`src/rtl/riscv_victim_cache_assoc_pkg.sv`:
```
// Shared definitions for the victim cache: default geometry, insert-path
// classification and the eviction message layout used toward memory.
package riscv_victim_cache_assoc_pkg;

    localparam int VC_ENTRIES = 4;
    localparam int VC_WAY_W   = $clog2(VC_ENTRIES);
    localparam int VC_TAG_W   = 20;
    localparam int VC_IDX_W   = 6;
    localparam int VC_BLK_W   = 32;

    typedef enum logic [2:0] {
        INS_NONE,
        INS_SWAP,
        INS_MERGE,
        INS_FILL,
        INS_REPLACE
    } ins_kind_e;

    // Field order tag|idx|data, shared with the memory-side arbiter.
    typedef struct packed {
        logic [VC_TAG_W-1:0] tag;
        logic [VC_IDX_W-1:0] idx;
        logic [VC_BLK_W-1:0] data;
    } evict_msg_t;

    function automatic evict_msg_t pack_evict(logic [VC_TAG_W-1:0] tag,
                                              logic [VC_IDX_W-1:0] idx,
                                              logic [VC_BLK_W-1:0] data);
        evict_msg_t m;
        m.tag  = tag;
        m.idx  = idx;
        m.data = data;
        return m;
    endfunction

endpackage

```
`src/rtl/riscv_victim_cache_assoc_if.sv`:
```
// Probe/extract, insert and write-back eviction signals of the victim cache.
// The L1/memory side uses master; the cache itself uses slave.
interface riscv_victim_cache_assoc_if
    import riscv_victim_cache_assoc_pkg::*;
#(
    parameter int WAY_W = VC_WAY_W,
    parameter int TAG_W = VC_TAG_W,
    parameter int IDX_W = VC_IDX_W,
    parameter int BLK_W = VC_BLK_W
);
    logic             lookup_en;
    logic [TAG_W-1:0] lookup_tag;
    logic [IDX_W-1:0] lookup_idx;
    logic             lookup_hit;
    logic [WAY_W-1:0] lookup_way;
    logic [BLK_W-1:0] lookup_data;
    logic             lookup_dirty;
    logic             extract_en;
    logic             insert_en;
    logic [TAG_W-1:0] insert_tag;
    logic [IDX_W-1:0] insert_idx;
    logic [BLK_W-1:0] insert_data;
    logic             insert_dirty;
    logic             insert_rdy;
    logic             evict_val;
    logic             evict_rdy;
    logic [TAG_W-1:0] evict_tag;
    logic [IDX_W-1:0] evict_idx;
    logic [BLK_W-1:0] evict_data;
    logic [WAY_W:0]   occupancy;

    modport master (
        output lookup_en, lookup_tag, lookup_idx, extract_en,
               insert_en, insert_tag, insert_idx, insert_data, insert_dirty,
               evict_rdy,
        input  lookup_hit, lookup_way, lookup_data, lookup_dirty, insert_rdy,
               evict_val, evict_tag, evict_idx, evict_data, occupancy
    );

    modport slave (
        input  lookup_en, lookup_tag, lookup_idx, extract_en,
               insert_en, insert_tag, insert_idx, insert_data, insert_dirty,
               evict_rdy,
        output lookup_hit, lookup_way, lookup_data, lookup_dirty, insert_rdy,
               evict_val, evict_tag, evict_idx, evict_data, occupancy
    );

endinterface

```
`src/rtl/riscv_victim_cache_assoc_lru.sv`:
```
// True-LRU age tracker: ages are a permutation of 0..ENTRIES-1, 0 = MRU.
// Touch makes a way MRU; invalidate sends it to the LRU position.
module riscv_lru_age_tracker #(
    parameter int ENTRIES = 4,
    parameter int WAY_W   = 2
) (
    input  logic             clk,
    input  logic             reset,
    input  logic             touch_en,
    input  logic [WAY_W-1:0] touch_way,
    input  logic             inval_en,
    input  logic [WAY_W-1:0] inval_way,
    output logic [WAY_W-1:0] ages [ENTRIES]
);

    logic [WAY_W-1:0] age_q [ENTRIES];
    logic [WAY_W-1:0] age_d [ENTRIES];
    logic [WAY_W-1:0] ref_age;

    always_comb begin
        age_d   = age_q;
        ref_age = '0;
        if (touch_en) begin
            ref_age = age_q[touch_way];
            for (int i = 0; i < ENTRIES; i++) begin
                if (WAY_W'(i) == touch_way)
                    age_d[i] = '0;
                else if (age_q[i] < ref_age)
                    age_d[i] = age_q[i] + 1'b1;
            end
        end else if (inval_en) begin
            ref_age = age_q[inval_way];
            for (int i = 0; i < ENTRIES; i++) begin
                if (WAY_W'(i) == inval_way)
                    age_d[i] = WAY_W'(ENTRIES - 1);
                else if (age_q[i] > ref_age)
                    age_d[i] = age_q[i] - 1'b1;
            end
        end
    end

    always_ff @(posedge clk) begin
        if (reset) begin
            for (int i = 0; i < ENTRIES; i++)
                age_q[i] <= WAY_W'(i);
        end else begin
            age_q <= age_d;
        end
    end

    assign ages = age_q;

endmodule

```
`src/rtl/riscv_victim_cache_assoc.sv`:
```
// Fully-associative victim cache beside L1: stores L1 victims, serves L1-miss
// probes with swap-back, and writes displaced dirty blocks out via evict_*.
module riscv_victim_cache_assoc
    import riscv_victim_cache_assoc_pkg::*;
#(
    parameter int ENTRIES = VC_ENTRIES,
    parameter int WAY_W   = VC_WAY_W,
    parameter int TAG_W   = VC_TAG_W,
    parameter int IDX_W   = VC_IDX_W,
    parameter int BLK_W   = VC_BLK_W
) (
    input  logic                      clk,
    input  logic                      reset,
    riscv_victim_cache_assoc_if.slave bus
);

    logic [ENTRIES-1:0] valid_q, valid_d;
    logic [ENTRIES-1:0] dirty_q, dirty_d;
    logic [TAG_W-1:0]   tag_q  [ENTRIES];
    logic [TAG_W-1:0]   tag_d  [ENTRIES];
    logic [IDX_W-1:0]   idx_q  [ENTRIES];
    logic [IDX_W-1:0]   idx_d  [ENTRIES];
    logic [BLK_W-1:0]   data_q [ENTRIES];
    logic [BLK_W-1:0]   data_d [ENTRIES];
    logic [WAY_W:0]     occ_q, occ_d;
    logic               evict_val_q, evict_val_d;
    logic [TAG_W-1:0]   evict_tag_q, evict_tag_d;
    logic [IDX_W-1:0]   evict_idx_q, evict_idx_d;
    logic [BLK_W-1:0]   evict_data_q, evict_data_d;

    logic [ENTRIES-1:0] hit_vec, ins_vec;
    logic [WAY_W-1:0]   hit_way, merge_way, free_way, lru_way, tgt_way;
    logic [WAY_W-1:0]   ages [ENTRIES];
    logic               hit_any, probe_hit, do_extract, insert_rdy, ins_acc, new_evict;
    logic               touch_en, inval_en;
    logic [WAY_W-1:0]   touch_way;
    ins_kind_e          ins_kind;

    riscv_lru_age_tracker #(
        .ENTRIES (ENTRIES),
        .WAY_W   (WAY_W)
    ) u_lru (
        .clk       (clk),
        .reset     (reset),
        .touch_en  (touch_en),
        .touch_way (touch_way),
        .inval_en  (inval_en),
        .inval_way (hit_way),
        .ages      (ages)
    );

    always_comb begin
        hit_vec = '0;
        ins_vec = '0;
        for (int i = 0; i < ENTRIES; i++) begin
            hit_vec[i] = valid_q[i] && (tag_q[i] == bus.lookup_tag) && (idx_q[i] == bus.lookup_idx);
            ins_vec[i] = valid_q[i] && (tag_q[i] == bus.insert_tag) && (idx_q[i] == bus.insert_idx);
        end
    end

    // Descending scan so the lowest matching index wins each priority encoder.
    always_comb begin
        hit_way   = '0;
        merge_way = '0;
        free_way  = '0;
        lru_way   = '0;
        for (int i = ENTRIES - 1; i >= 0; i--) begin
            if (hit_vec[i])                        hit_way   = WAY_W'(i);
            if (ins_vec[i])                        merge_way = WAY_W'(i);
            if (!valid_q[i])                       free_way  = WAY_W'(i);
            if (ages[i] == WAY_W'(ENTRIES - 1))    lru_way   = WAY_W'(i);
        end
    end

    assign hit_any    = |hit_vec;
    assign probe_hit  = bus.lookup_en && hit_any;
    assign do_extract = probe_hit && bus.extract_en;
    assign insert_rdy = !evict_val_q || bus.evict_rdy;
    assign ins_acc    = bus.insert_en && insert_rdy;

    always_comb begin
        ins_kind = INS_NONE;
        tgt_way  = '0;
        if (ins_acc) begin
            if (do_extract) begin
                ins_kind = INS_SWAP;
                tgt_way  = hit_way;
            end else if (|ins_vec) begin
                ins_kind = INS_MERGE;
                tgt_way  = merge_way;
            end else if (!(&valid_q)) begin
                ins_kind = INS_FILL;
                tgt_way  = free_way;
            end else begin
                ins_kind = INS_REPLACE;
                tgt_way  = lru_way;
            end
        end
    end

    // An accepted insert owns the recency update; otherwise a probe touches or extracts.
    always_comb begin
        touch_en  = (ins_kind != INS_NONE) || (probe_hit && !do_extract);
        touch_way = (ins_kind != INS_NONE) ? tgt_way : hit_way;
        inval_en  = (ins_kind == INS_NONE) && do_extract;
    end

    assign new_evict = (ins_kind == INS_REPLACE) && valid_q[tgt_way] && dirty_q[tgt_way];

    always_comb begin
        valid_d = valid_q;
        dirty_d = dirty_q;
        tag_d   = tag_q;
        idx_d   = idx_q;
        data_d  = data_q;
        occ_d   = occ_q;
        if (ins_kind != INS_NONE) begin
            valid_d[tgt_way] = 1'b1;
            tag_d[tgt_way]   = bus.insert_tag;
            idx_d[tgt_way]   = bus.insert_idx;
            data_d[tgt_way]  = bus.insert_data;
            dirty_d[tgt_way] = (ins_kind == INS_MERGE) ? (dirty_q[tgt_way] | bus.insert_dirty)
                                                       : bus.insert_dirty;
            if (ins_kind == INS_FILL)
                occ_d = occ_q + 1'b1;
        end else if (do_extract) begin
            valid_d[hit_way] = 1'b0;
            dirty_d[hit_way] = 1'b0;
            occ_d            = occ_q - 1'b1;
        end
    end

    // A drain and a fresh dirty eviction on the same edge keep evict_val high.
    always_comb begin
        evict_val_d  = evict_val_q;
        evict_tag_d  = evict_tag_q;
        evict_idx_d  = evict_idx_q;
        evict_data_d = evict_data_q;
        if (new_evict) begin
            evict_val_d  = 1'b1;
            evict_tag_d  = tag_q[tgt_way];
            evict_idx_d  = idx_q[tgt_way];
            evict_data_d = data_q[tgt_way];
        end else if (bus.evict_rdy) begin
            evict_val_d = 1'b0;
        end
    end

    always_ff @(posedge clk) begin
        if (reset) begin
            valid_q     <= '0;
            dirty_q     <= '0;
            occ_q       <= '0;
            evict_val_q <= 1'b0;
        end else begin
            valid_q     <= valid_d;
            dirty_q     <= dirty_d;
            occ_q       <= occ_d;
            evict_val_q <= evict_val_d;
        end
    end

    always_ff @(posedge clk) begin
        tag_q        <= tag_d;
        idx_q        <= idx_d;
        data_q       <= data_d;
        evict_tag_q  <= evict_tag_d;
        evict_idx_q  <= evict_idx_d;
        evict_data_q <= evict_data_d;
    end

    assign bus.lookup_hit   = hit_any;
    assign bus.lookup_way   = hit_any ? hit_way : '0;
    assign bus.lookup_data  = hit_any ? data_q[hit_way] : '0;
    assign bus.lookup_dirty = hit_any ? dirty_q[hit_way] : 1'b0;
    assign bus.insert_rdy   = insert_rdy;
    assign bus.evict_val    = evict_val_q;
    assign bus.evict_tag    = evict_tag_q;
    assign bus.evict_idx    = evict_idx_q;
    assign bus.evict_data   = evict_data_q;
    assign bus.occupancy    = occ_q;

endmodule

```
`src/flat_wrapper.sv`:
```
// flat-port wrapper written by rule: the top's interface ports become plain ports
module riscv_victim_cache_assoc_flat import riscv_victim_cache_assoc_pkg::*;
#(
    parameter int ENTRIES = VC_ENTRIES,
    parameter int WAY_W   = VC_WAY_W,
    parameter int TAG_W   = VC_TAG_W,
    parameter int IDX_W   = VC_IDX_W,
    parameter int BLK_W   = VC_BLK_W
)
  (clk, reset, bus_lookup_en, bus_lookup_tag, bus_lookup_idx, bus_extract_en, bus_insert_en, bus_insert_tag, bus_insert_idx, bus_insert_data, bus_insert_dirty, bus_evict_rdy, bus_lookup_hit, bus_lookup_way, bus_lookup_data, bus_lookup_dirty, bus_insert_rdy, bus_evict_val, bus_evict_tag, bus_evict_idx, bus_evict_data, bus_occupancy);
  riscv_victim_cache_assoc_if #(.WAY_W(WAY_W), .TAG_W(TAG_W), .IDX_W(IDX_W), .BLK_W(BLK_W)) bus_i ();
  input  logic clk;
  input  logic reset;
  input wire logic [$bits(bus_i.lookup_en)-1:0] bus_lookup_en;
  input wire logic [$bits(bus_i.lookup_tag)-1:0] bus_lookup_tag;
  input wire logic [$bits(bus_i.lookup_idx)-1:0] bus_lookup_idx;
  input wire logic [$bits(bus_i.extract_en)-1:0] bus_extract_en;
  input wire logic [$bits(bus_i.insert_en)-1:0] bus_insert_en;
  input wire logic [$bits(bus_i.insert_tag)-1:0] bus_insert_tag;
  input wire logic [$bits(bus_i.insert_idx)-1:0] bus_insert_idx;
  input wire logic [$bits(bus_i.insert_data)-1:0] bus_insert_data;
  input wire logic [$bits(bus_i.insert_dirty)-1:0] bus_insert_dirty;
  input wire logic [$bits(bus_i.evict_rdy)-1:0] bus_evict_rdy;
  output wire logic [$bits(bus_i.lookup_hit)-1:0] bus_lookup_hit;
  output wire logic [$bits(bus_i.lookup_way)-1:0] bus_lookup_way;
  output wire logic [$bits(bus_i.lookup_data)-1:0] bus_lookup_data;
  output wire logic [$bits(bus_i.lookup_dirty)-1:0] bus_lookup_dirty;
  output wire logic [$bits(bus_i.insert_rdy)-1:0] bus_insert_rdy;
  output wire logic [$bits(bus_i.evict_val)-1:0] bus_evict_val;
  output wire logic [$bits(bus_i.evict_tag)-1:0] bus_evict_tag;
  output wire logic [$bits(bus_i.evict_idx)-1:0] bus_evict_idx;
  output wire logic [$bits(bus_i.evict_data)-1:0] bus_evict_data;
  output wire logic [$bits(bus_i.occupancy)-1:0] bus_occupancy;
  assign bus_i.lookup_en = bus_lookup_en;
  assign bus_i.lookup_tag = bus_lookup_tag;
  assign bus_i.lookup_idx = bus_lookup_idx;
  assign bus_i.extract_en = bus_extract_en;
  assign bus_i.insert_en = bus_insert_en;
  assign bus_i.insert_tag = bus_insert_tag;
  assign bus_i.insert_idx = bus_insert_idx;
  assign bus_i.insert_data = bus_insert_data;
  assign bus_i.insert_dirty = bus_insert_dirty;
  assign bus_i.evict_rdy = bus_evict_rdy;
  assign bus_lookup_hit = bus_i.lookup_hit;
  assign bus_lookup_way = bus_i.lookup_way;
  assign bus_lookup_data = bus_i.lookup_data;
  assign bus_lookup_dirty = bus_i.lookup_dirty;
  assign bus_insert_rdy = bus_i.insert_rdy;
  assign bus_evict_val = bus_i.evict_val;
  assign bus_evict_tag = bus_i.evict_tag;
  assign bus_evict_idx = bus_i.evict_idx;
  assign bus_evict_data = bus_i.evict_data;
  assign bus_occupancy = bus_i.occupancy;
  riscv_victim_cache_assoc #(.ENTRIES(ENTRIES), .WAY_W(WAY_W), .TAG_W(TAG_W), .IDX_W(IDX_W), .BLK_W(BLK_W)) u_core (.clk(clk), .reset(reset), .bus(bus_i));
endmodule
```
`config.mk`:
```
export PLATFORM = sky130hd
export DESIGN_NAME = riscv_victim_cache_assoc_flat
export DESIGN_NICKNAME = d
export VERILOG_FILES = /design/src/rtl/riscv_victim_cache_assoc_pkg.sv /design/src/rtl/riscv_victim_cache_assoc_if.sv /design/src/rtl/riscv_victim_cache_assoc_lru.sv /design/src/rtl/riscv_victim_cache_assoc.sv /design/src/flat_wrapper.sv
export SDC_FILE = /design/constraint.sdc
export NUM_CORES = 1
export LEC_CHECK = 0
export BUFFER_PORTS_ARGS = -buffer_cell sky130_fd_sc_hd__buf_2
export CAP_MARGIN = 20
export CORE_ASPECT_RATIO = 0.6
export CORE_MARGIN = 2
export CORE_UTILIZATION = 64
export DETAILED_ROUTE_END_ITERATION = 10
export PLACE_DENSITY = 0.95
export SETUP_SLACK_MARGIN = 0.05
export SLEW_MARGIN = 30
export SYNTH_ARGS = -nofsm -noshare
export SYNTH_HDL_FRONTEND = slang
export SYNTH_SLANG_ARGS = --single-unit
```
`constraint.sdc`:
```
create_clock -name clk -period 13.1 [get_ports clk]
set_input_delay 1.31 -clock clk [delete_from_list [all_inputs] [get_ports clk]]
set_output_delay 1.31 -clock clk [all_outputs]
set_load 0.05 [all_outputs]
```
==> impl_metrics.json <==
{
  "multi_input_area_mm2": 0.007292,
  "route.detailed.drc": 0,
  "htreeDepth": 1,
  "outcome": "finished, final reports clean",
  "setup.worst_path.end_class": "output pin",
  "die_width_um": 213.2,
  "cts_setup_buffers": 0,
  "gp_congestion": 1.056,
  "setup_violations": 0,
  "cts_resized": 0,
  "synth_top_area_frac": 0.5181,
  "num_io_pins": 190,
  "crit_path_cell_trace": "buf_2 -> xnor2_1 -> nand4_1 -> nor4_1 -> a22oi_2 -> and3b_4 -> buf_4 -> a211oi_1 -> a211oi_1 -> buf_2",
  "yosysSeqAreaShare": 0.5419,
  "clockBufferDepth": 3,
  "num_rows": 45,
  "clockRootBuffer": "clkbuf_16",
  "synthArstFlopShare": 0,
  "grtUsageTotal": 0.4047,
  "power_density_mw_per_mm2": 118.6,
  "synth_top_flop_cell": "edfxtp_1",
  "worst_path_max_delay_cell": "and3b_4",
  "cts_buffers": 28,
  "dr.pass1.iters": 5,
  "slew_headroom": 0.3078,
  "die_area_mm2": 0.02762,
  "hold_buffers": 0,
  "synthDistinctLibCells": 85,
  "avgSynthCellArea_um2": 12.21,
  "grt_max_degree": 73,
  "path_class": "input port to output pin",
  "worst_ep_arrival_time_ns": 5.58,
  "antenna_found_initial": 1,
  "globalRouteOverflowTotal": 0,
  "synthCells": 1376,
  "netlist_area_mm2": 0.01681,
  "leakage_uw": 0.006847,
  "ant_nets": 0,
  "ir_drop_v": 0.0001068,
  "finalHoldViolCount": 0,
  "seqCellArea_mm2": 0.009109,
  "max_stage_delay_ns": 0.80,
  "drive_gt1_frac": 0.2181,
  "timing.final.crit_share": 0.5258,
  "grt_pass1_vias": 12084,
  "tritoncts": "yes",
  "layout_min_cycle_time_ns": 6.888,
  "worstMarginPinSlew_ns": 1.029,
  "die_h_um": 129.5,
  "hold_class": "flop to flop",
  "layout.nets": 1632,
  "fin_skew_ns": 0.01722,
  "grt_setup_unrepaired": "no",
  "yosysTopAreaCell": "edfxtp_1",
  "yosysWarningCount": 0,
  "slew_viol_final": 0,
  "start_util": 0.6575,
  "synthTopCellsByArea": "edfxtp_1 (52%), xnor2_1 (7.4%), mux2i_1 (5.5%)",
  "critical_path_buf_inv_count": 3,
  "synth_fp_nets": 1480,
  "fin_setup_tns_ns": 0,
  "vias": 13009,
  "cp.required_ns": 11.79,
  "detailed_place_hpwl_um": 39870,
  "cp_max_fo": 63,
  "port_buffers": 189,
  "fp.coreArea_mm2": 0.02556,
  "drt_iter0_markers": 2133,
  "path_delay_family": "simple AND/OR/NAND/NOR gates",
  "routed_via_density": 6.840,
  "n_antenna_cell": 0,
  "syn2layout_area_growth_pct": 12.27,
  "ys_ff_latch": 310,
  "start_kind": "input port",
  "wl_um": 56080,
  "clock_insertion_delay_worst_skew_ns": 0.58,
  "clkSinkCount": 310,
  "fill_cells": 1625,
  "wire_per_inst_um": 29.48,
  "clkTransAtPathRegs_ns": 0.06,
  "synth_edf_count": 290,
  "fmax_ghz": 0.1452,
  "drv_cap": 0,
  "grt_pass1_wl_um": 80090,
  "total_power_uw": 2238
}
[worst paths after layout]
kind	startpoint	end	slack, ns	cells after the start
hold / removal	u_core.dirty_q[0]	u_core.dirty_q[0]	0.50	2
hold reg to reg	u_core.dirty_q[0]	u_core.dirty_q[0]	0.50	2
setup reg to reg	u_core.tag_q[21]	u_core.u_lru.ages[0]	7.41	15
setup / recovery	bus_lookup_idx[5]	bus_lookup_data[0]	6.21	10
[layout make-up]
type,instances,area share
Tap cell,352,0.02334
Clock buffer,39,0.03932
Sequential cell,310,0.4827
Multi-Input combinational cell,962,0.3864
Clock inverter,13,0.007029
Inverter,24,0.004774
Timing Repair Buffer,202,0.05636
[synthesized netlist by cell type, types with 4 or more instances]
master,instances
a211oi_1,69
inv_1,24
nand2_1,39
nor2_1,89
clkbuf_1,43
a22oi_1,5
a311oi_1,4
and4_1,6
and2_1,10
mux2_2,59
buf_2,27
o211ai_2,5
buf_1,4
nor2b_1,37
dfxtp_1,20
xnor2_1,142
xor2_1,71
and3_1,4
nor4_1,31
edfxtp_1,290
o211ai_1,6
nand4_1,57
nand3_1,15
nor3_1,18
o32ai_1,4
o21a_1,5
mux2i_1,93
nor4b_1,4
o21ai_0,16
a31oi_1,7
a21oi_1,81
ha_1,12
[through the flow]
stage | hold WS [ns] | cell area (µm²) | instances | util | setup WS (ns)
floorplan | 0.4564 | 16810 | 1376 | - | 7.042
global placement | 0.4855 | 17960 | 1849 | 0.7026 | 6.495
detailed placement | 0.4818 | 17990 | 1850 | 0.7039 | 6.459
CTS | 0.4903 | 18870 | 1902 | 0.7381 | 6.399
global route | 0.5484 | 18870 | 1902 | 0.7382 | 6.084
finish | 0.4978 | 18870 | 1902 | 0.7382 | 6.212
[flip-flops by register name (all words and copies together), names as in the netlist, 3 cells and up]
| register | count |
|---|---|
| u_core.data_q | 128 |
| u_core.tag_q | 80 |
| u_core.bus.evict_data | 32 |
| u_core.idx_q | 24 |
| u_core.bus.evict_tag | 20 |
| u_core.u_lru.ages | 8 |
| u_core.bus.evict_idx | 6 |
| u_core.dirty_q | 4 |
| u_core.valid_q | 4 |
| u_core.bus.occupancy | 3 |
[worst register-to-register path: cells and delay by family (launching register included)]
family	cells	cell delay (ns)
flops	1	0.51
xor+xnor	1	0.21
fa+ha+maj	1	0.34
simple gates	6	2.57
compound gates	6	1.55
mux	1	0.41
[per-layer routing]
| metal | track usage | vias up | share of wire |
|---|---|---|---|
| met4 | 0.06087 | 2 | 0.015 |
| met3 | 0.1476 | 91 | 0.16 |
| met2 | 0.5572 | 1047 | 0.41 |
| met5 | 0 | - | 0.00023 |
| met1 | 0.6234 | 6331 | 0.41 |
| li1 | - | 5538 | - |
[cell families after synthesis]
group | Yosys count | share of synthesized area
compound gates | 248 | 0.1042
xor+xnor | 213 | 0.1110
fa+ha+maj | 14 | 0.01079
buf+inv | 104 | 0.02710
flops | 310 | 0.5419
mux | 152 | 0.09492
simple gates | 335 | 0.1100
[placed cells by master (no fill, tap or decap), types with 5 or more instances in the layout]
cell type,n
edfxtp_1,290
buf_2,189
xnor2_1,142
mux2i_1,93
nor2_1,88
a21oi_1,80
xor2_1,71
a211oi_1,69
mux2_2,59
nand4_1,57
nand2_1,39
nor2b_1,37
nor4_1,29
clkbuf_16,28
inv_1,20
dfxtp_1,20
nor3_1,18
o21ai_0,16
nand3_1,15
ha_1,12
buf_4,12
clkbuf_1,11
and2_1,9
a31oi_1,7
and4_1,6
o211ai_1,6
o211ai_2,5
a22oi_1,5
o21a_1,5
[report_power, final]
part	leakage [µW]	total (µW)	internal (µW)	switching, µW
logic	0.00362	283	96.2	187
clock network	0.000412	813	438	376
registers	0.00281	1140	1110	26.7
Power figures use the tool's default switching activity.
